$ cat config.mk
export PLATFORM = sky130hd
export DESIGN_NAME = pong_ball_engine
export DESIGN_NICKNAME = d
export VERILOG_FILES = /design/src/rtl/pong_ball_engine.sv
export SDC_FILE = /design/constraint.sdc
export NUM_CORES = 1
export LEC_CHECK = 0
export CAP_MARGIN = 20
export CORE_MARGIN = 5
export CORE_UTILIZATION = 40
export CTS_BUF_LIST = sky130_fd_sc_hd__clkbuf_8
export DETAILED_ROUTE_END_ITERATION = 8
export GPL_TIMING_DRIVEN = 0
export PLACE_DENSITY = 0.57
export SYNTH_ARGS = -nofsm -noshare
export SYNTH_HDL_FRONTEND = slang
export SYNTH_SLANG_ARGS = --single-unit
export TNS_END_PERCENT = 1
$ cat constraint.sdc
create_clock -name clk -period 4.05 [get_ports clk]
set_input_delay 0.81 -clock clk [delete_from_list [all_inputs] [get_ports clk]]
set_output_delay 0.81 -clock clk [all_outputs]
set_load 0.05 [all_outputs]
$ cat src/rtl/pong_ball_engine.sv
// Pong ball/score engine: advances ball position, bounces, scoring and game
// state once per video frame; every output is a register for the renderer.
module pong_ball_engine #(
  parameter int H_ACTIVE     = 640,
  parameter int V_ACTIVE     = 480,
  parameter int BALL_SIZE    = 8,
  parameter int PAD_W        = 8,
  parameter int PAD_H        = 64,
  parameter int PAD_L_X      = 16,
  parameter int PAD_R_X      = 616,
  parameter int SPEED        = 2,
  parameter int PAUSE_FRAMES = 60,
  parameter int SCORE_MAX    = 9
) (
  input  logic       clk,
  input  logic       clr,
  input  logic       frame_tick,
  input  logic       serve,
  input  logic [9:0] padl_y,
  input  logic [9:0] padr_y,
  output logic [9:0] ball_x,
  output logic [9:0] ball_y,
  output logic       ball_valid,
  output logic [3:0] score_l,
  output logic [3:0] score_r,
  output logic       game_over
);

  localparam int CW = $clog2(PAUSE_FRAMES + 1);

  localparam logic [10:0] SPD   = 11'(SPEED);
  localparam logic [10:0] BSZ   = 11'(BALL_SIZE);
  localparam logic [10:0] PH    = 11'(PAD_H);
  localparam logic [10:0] L_FACE = 11'(PAD_L_X + PAD_W);
  localparam logic [10:0] R_FACE = 11'(PAD_R_X);
  localparam logic [10:0] Y_MAX = 11'(V_ACTIVE - BALL_SIZE);
  localparam logic [10:0] X_MAX = 11'(H_ACTIVE - BALL_SIZE);
  localparam logic [9:0]  CX    = 10'((H_ACTIVE - BALL_SIZE) / 2);
  localparam logic [9:0]  CY    = 10'((V_ACTIVE - BALL_SIZE) / 2);
  localparam logic [3:0]  SMAX  = 4'(SCORE_MAX);

  typedef enum logic [1:0] {IDLE, PLAY, SCORED, OVER} state_t;

  state_t        state, state_d;
  logic [9:0]    x_d, y_d;
  logic          dx, dx_d, dy, dy_d;
  logic [3:0]    sl_d, sr_d;
  logic [CW-1:0] cnt, cnt_d;
  logic          valid_d, over_d;

  // Candidate motion for this frame, all in 11 bits so nothing wraps.
  logic [10:0] x11, y11, pl11, pr11, nx, ny, ny_w;
  logic        dy_w, ovl_l, ovl_r, hit_l, hit_r, miss_l, miss_r;

  always_comb begin
    x11  = {1'b0, ball_x};
    y11  = {1'b0, ball_y};
    pl11 = {1'b0, padl_y};
    pr11 = {1'b0, padr_y};
    nx   = dx ? x11 + SPD : x11 - SPD;
    ny   = dy ? y11 + SPD : y11 - SPD;

    ny_w = ny;
    dy_w = dy;
    if (dy && (ny + BSZ >= 11'(V_ACTIVE))) begin
      ny_w = Y_MAX;
      dy_w = 1'b0;
    end else if (!dy && (y11 < SPD)) begin
      ny_w = '0;
      dy_w = 1'b1;
    end

    ovl_l  = (y11 + BSZ > pl11) && (y11 < pl11 + PH);
    ovl_r  = (y11 + BSZ > pr11) && (y11 < pr11 + PH);
    // Requiring the ball to start on the near side of a face means a ball
    // that has already slipped past a paddle is never caught.
    hit_l  = !dx && (x11 >= L_FACE) && (nx <= L_FACE) && ovl_l;
    hit_r  = dx && (x11 + BSZ <= R_FACE) && (nx + BSZ >= R_FACE) && ovl_r;
    miss_l = !dx && (x11 < SPD);
    miss_r = dx && (nx > X_MAX);
  end

  always_comb begin
    // NOTE: every next-state signal gets a hold value first so no path through
    // the case below can leave one unassigned and infer a latch.
    state_d = state;
    x_d     = ball_x;
    y_d     = ball_y;
    dx_d    = dx;
    dy_d    = dy;
    sl_d    = score_l;
    sr_d    = score_r;
    cnt_d   = cnt;
    valid_d = ball_valid;
    over_d  = game_over;

    unique case (state)
      IDLE: if (serve) state_d = PLAY;

      PLAY: if (frame_tick) begin
        dy_d = dy_w;
        if (miss_l || miss_r) begin
          if (miss_l) begin
            sr_d = (score_r == SMAX) ? score_r : score_r + 4'd1;
            dx_d = 1'b0;
          end else begin
            sl_d = (score_l == SMAX) ? score_l : score_l + 4'd1;
            dx_d = 1'b1;
          end
          valid_d = 1'b0;
          cnt_d   = '0;
          state_d = SCORED;
        end else begin
          y_d = ny_w[9:0];
          if (hit_l) begin
            x_d  = L_FACE[9:0];
            dx_d = 1'b1;
          end else if (hit_r) begin
            x_d  = 10'(R_FACE - BSZ);
            dx_d = 1'b0;
          end else begin
            x_d = nx[9:0];
          end
        end
      end

      SCORED: if (frame_tick) begin
        cnt_d = cnt + CW'(1);
        if (cnt == CW'(PAUSE_FRAMES - 1)) begin
          if ((score_l == SMAX) || (score_r == SMAX)) begin
            over_d  = 1'b1;
            state_d = OVER;
          end else begin
            x_d     = CX;
            y_d     = CY;
            valid_d = 1'b1;
            state_d = PLAY;
          end
        end
      end

      OVER: if (serve) begin
        sl_d    = '0;
        sr_d    = '0;
        x_d     = CX;
        y_d     = CY;
        dx_d    = 1'b1;
        dy_d    = 1'b1;
        valid_d = 1'b1;
        over_d  = 1'b0;
        state_d = IDLE;
      end

      default: state_d = IDLE;
    endcase
  end

  // NOTE: registered state uses non-blocking assignments so every flop samples
  // the pre-edge values computed above, independent of statement order.
  always_ff @(posedge clk or negedge clr) begin
    if (!clr) begin
      state      <= IDLE;
      ball_x     <= CX;
      ball_y     <= CY;
      dx         <= 1'b1;
      dy         <= 1'b1;
      score_l    <= '0;
      score_r    <= '0;
      cnt        <= '0;
      ball_valid <= 1'b1;
      game_over  <= 1'b0;
    end else begin
      state      <= state_d;
      ball_x     <= x_d;
      ball_y     <= y_d;
      dx         <= dx_d;
      dy         <= dy_d;
      score_l    <= sl_d;
      score_r    <= sr_d;
      cnt        <= cnt_d;
      ball_valid <= valid_d;
      game_over  <= over_d;
    end
  end

endmodule

* Word-level counts from Yosys, hierarchy flattened
Cells that the tools add are included.
Storage, ports and cells: register bits after elaboration 40, input port bits 24
Cells by class: add/sub/neg operators 13, $lt $le $gt $ge 12, equality and inequality tests 21, multiplexer cells 65, reduce and logical (&&, ||, !) cells 30
Operator list (count):
- $mux 10 | 16
- $pmux 10 s3 | 2
- $mux 4 | 9
- $ne 2x2->1 const B | 13
- $add 10x2->11 const B | 2
- $add 10x4->11 const B | 2
- $add 10x7->11 const B | 2
- $add 11x4->11 const B | 2
- $gt 11x10->1 | 2
- $lt 10x11->1 | 2
- $mux 11 | 2
- $sub 10x2->11 const B | 2
- $lt 10x2->1 const B | 2
- $mux 1 | 18
- $mux 6 | 3
- $reduce_and 6->1 | 3
- $pmux 4 s2 | 2
- $mux 2 | 7
- $reduce_and 7->1 | 2
- $logic_and 1x1->1 | 12
- $pmux 6 s2 | 1
- $reduce_and 4->1 | 3
- $ge 11x10->1 const B | 1
- $ge 11x9->1 const B | 1
- other kinds (21) | 30

* Depth between registers and ports, before layout
depth in word-level cells 11, depth in mapped cells 13, depth with buffers taken out 13

* Least setup slack after synthesis
OpenSTA, ideal clock, no wires.
path type reg2reg, from register ball_y[4], to register ball_x[7], arrival 3.088 ns, data required time 3.924 ns, setup slack 0.836 ns, cell stages (with the launch flop) 14, period minus slack after synthesis 3.214 ns, path through dfrtp_1 ha_1 nand3_1 nor2_1 xor2_1 ha_1 nand3_1 nor2_1 a2111oi_0 nand3b_1 nand4_1 nor4_4 nor2_1 a221o_1
Between the ends: cells in the longest elaborated chain, start to end 9
Ends and longest elaborated chain:
- start, declared | line 22 | output logic [9:0] ball_y,
- start signal, assigned | line 175 | ball_y <= y_d;
- $add 10x4->11 | line 73, 74
- $gt 11x10->1 | line 74 | ovl_r = (y11 + BSZ > pr11) && (y11 < pr11 + PH);
- $logic_and 1x1->1 | line 74
- $logic_and 1x1->1 | line 78 | hit_r = dx && (x11 + BSZ <= R_FACE) && (nx + BSZ >= R_FACE) && ovl_r;
- $mux 10 | line 118 | end else if (hit_r) begin
- $mux 10 * | line 115 | if (hit_l) begin
- $mux 10 * | line 102 | if (miss_l || miss_r) begin
- $mux 10 * | line 100 | PLAY: if (frame_tick) begin
- $pmux 10 s3 * | line 97 | unique case (state)
- end signal, assigned | line 163 | ball_x <= CX;
- end signal, assigned | line 174 | ball_x <= x_d;
- end, declared | line 21 | output logic [9:0] ball_x,
Mark *: on every way between the ends. The rest lies on a longest branch, timed or not. The select of a mux whose other input is x is not followed. A chain may end at the register's enable or synchronous reset.

* Final worst setup path
from input padr_y[6], to register dx
Between the ends: cells in the longest elaborated chain, start to end 6
Ends and longest elaborated chain:
- start, declared | line 20 | input logic [9:0] padr_y,
- $add 10x7->11 | line 74
- $lt 10x11->1 | line 74
- $logic_and 1x1->1 * | line 74
- $logic_and 1x1->1 * | line 78
- $ne 4x4->1 (no source line) *
- $reduce_and 4->1 (no source line) *
- end signal, assigned | line 165 | dx <= 1'b1;
- end signal, assigned | line 176 | dx <= dx_d;
- end, declared | line 46 | logic dx, dx_d, dy, dy_d;
Mark *: on every way between the ends. The rest lies on a longest branch, timed or not.

==> results.yml <==
outcome:
  status: "complete, no violations"
floorplanning:
  design.die.area_um2: 12000
  die_y_um: 110
  coreArea_um2: 9730
  num_io_pins: 54
  fp.dieW_um: 110
  num_rows: 36
  initial_core_util_pct: 40.9
worst_setup_path:
  worstSetupEndpointType: "register"
  crit_required_ns: 4.25
  crit_arrival_ns: 3.95
  cp_max_fo: 5
  critPathLaunchType: "primary input"
  critPathKind: "in2reg"
finish:
  nFillCells: 980
  nets: 606
  final_util_pct: 48.8
  drive_above_1_share_pct: 10.4
  area_delta_synth_final_pct: 19.3
  final_cell_area_um2: 4740
  num_antenna_cells: 0
clock_network:
  root_buffer: "clkbuf_8"
  cts_tree: "done"
  clockBufferDepth: 2
  worstSkewPairLatency_ns: 0.29
  path_clk_slew_ns: 0.08
  htree_levels: 2
  numCtsBuffers: 5
  cts_hold_buf: 0
  post_cts_buffers: 0
  cts_resized: 0
  cts.sinks: 38
placement:
  placed_area_um2: 4650
  hpwl_mm: 8.86
  port_buffers: 51
  gp_congestion: 0.846
synthesis:
  synth_top_area_cell: "dfrtp_1"
  synth_async_sr_flop_share_pct: 100
  synth_top_cell_area_share_pct: 15.7
  synth.most_common_cell: "ha_1"
  ys.flop_type: "dfrtp_1"
  synthTopCellsByArea: "dfrtp_1 16%, ha_1 14%, dfstp_2 8.6%"
  synth_edf_count: 0
  ys_types: 72
  ys_seq_elements: 38
  synth_area_um2: 3980
  yosys_warnings: 0
  yosys-top-cells-count: "46 x ha_1, 40 x inv_1, 33 x nand2_1, 33 x nor2_1, 25 x dfrtp_1"
  avgSynthCellArea_um2: 8.34
  synth_cells: 477
  ys_seq_area_share_pct: 24.3
detailed_routing:
  drcViolationCount: 0
  wl_per_cell_um: 16.8
  finalWirelength_mm: 11.3
  drt_iter0_drc: 306
  num_vias: 3779
  viasPerCell: 5.64
  dr.pass1.iters: 4
  ant_nets: 0
sta:
  fin_crit_sh_pct: 92.4
  drv_slew: 0
  fin_tns_setup_ns: 0
  hold_slack_ns: 0.505
  fmax_ghz: 0.267
  period_needed_ns: 3.74
  clock_skew_ns: 0.00573
  hold_viol: 0
  slew_headroom_pct: 42.6
  worst_pin_slew_ns: 0.861
  setup_viol: 0
  rsz0062_at_grt: "no"
power:
  ir_drop_mv: 0.350
  power.density_nw_per_um2: 630
  fin_total_pwr_mw: 2.99
  p_leak_nw: 2.03
global_route:
  gr-total-overflow: 0
  grt_antenna_before_repair: 0
  grt_pass1_wl_mm: 18.5
  first_global_vias: 3767
  grt_start_max_net_pins: 39
  grt_usage_pct: 19.2
flow_run:
  drv_cap: 0
hold_path:
  hold_path.class: "reg2reg"
## worst paths after layout
path                       startpoint          to  depth (start not counted)  slack, ns
max                         padr_y[6]          dx                         12       0.31
min                        ball_valid  ball_valid                          2       0.50
max reg2reg                 ball_y[3]   ball_x[7]                         13       0.37
min reg2reg                ball_valid  ball_valid                          2       0.50
max in group asynchronous         clr   game_over                          1       2.88
min in group asynchronous         clr   ball_x[6]                          1       0.63
## routing by layer
metal	vias up	GRT usage (%)	part of all wire (%)
met1	1805	26.9	48
met3	7	2.47	4.7
met5	-	0	0
met2	98	31.9	46
li1	1869	-	-
met4	0	3.74	0.77
## layout make-up
| cell class | count | area [um2] | area share (%) |
|---|---|---|---|
| plain buffers | 21 | 125 | 2.64 |
| clock buffers | 6 | 82.6 | 1.74 |
| clock inverters | 2 | 8.76 | 0.185 |
| inverters | 40 | 150 | 3.16 |
| multi-input cells | 379 | 2740 | 57.7 |
| flip-flops and latches | 38 | 967 | 20.4 |
| well taps | 133 | 166 | 3.51 |
| repair buffers | 51 | 505 | 10.7 |
## worst max-delay path: stages
cell             delay [ns]
clkdlybuf4s50_1        0.49
ha_1                   0.27
xnor2_1                0.13
ha_1                   0.31
a21oi_1                0.14
o21ai_0                0.08
o21ai_0                0.23
nand3_1                0.17
a311oi_1               0.48
o21ai_1                0.30
a2111oi_0              0.45
a21oi_1                0.08
## flip-flops by register name, summed over array words and instances, names as in the netlist
name and cells:
ball_x 9, score_r 4, score_l 4, cnt 6
ball_y 9, dy 1, state 2, dx 1
ball_valid 1, game_over 1
## cell families (layout without fill, tap and decap cells)
group	Yosys count	count (layout)	share of synthesized area [%]
fa+ha+maj	46	46	14.5
buf+inv	61	120	6.92
simple gates	177	177	25.4
compound gates	117	117	20.4
other cells	1	2	0.0943
flops	38	38	24.3
mux	6	6	1.67
xor+xnor	31	31	6.83
## through the flow
step,cells,setup slack [ns]
3_5_place_dp,662,-0.0883
5_1_grt,670,0.0323
4_1_cts,670,0.225
6_report,670,0.308
2_1_floorplan,478,0.836
3_3_place_gp,662,-0.0433
## where the power goes
group          switching, mW  leakage (nW)  internal [mW]  total [mW]
sequential             0.217         0.460          0.551       0.768
clock                  0.135        0.0524          0.135       0.270
combinational           1.23          1.52          0.724        1.95
## layout by cell type (no fill, tap or decap), types with 4 or more instances in the layout
master           count
clkbuf_1             5
buf_2               11
nor2b_1              7
mux2_2               4
nand3_1             22
a21oi_1             22
or4_1                5
nor3_1              16
ha_1                46
o21a_1               5
and2_1               4
a21o_1               4
clkdlybuf4s50_1     50
xnor2_1             17
o31ai_1              6
dfstp_2             13
dfrtp_1             25
inv_1               41
nand4_1             16
xor2_1              14
or3_1                9
clkbuf_8             6
nor4_1               7
o21ai_0             23
o22ai_1              4
a31oi_1              4
a211oi_1             8
nand2_1             33
o21ai_1              7
nor4_4               4
nor2_1              33
Power figures use the tool's default switching activity.
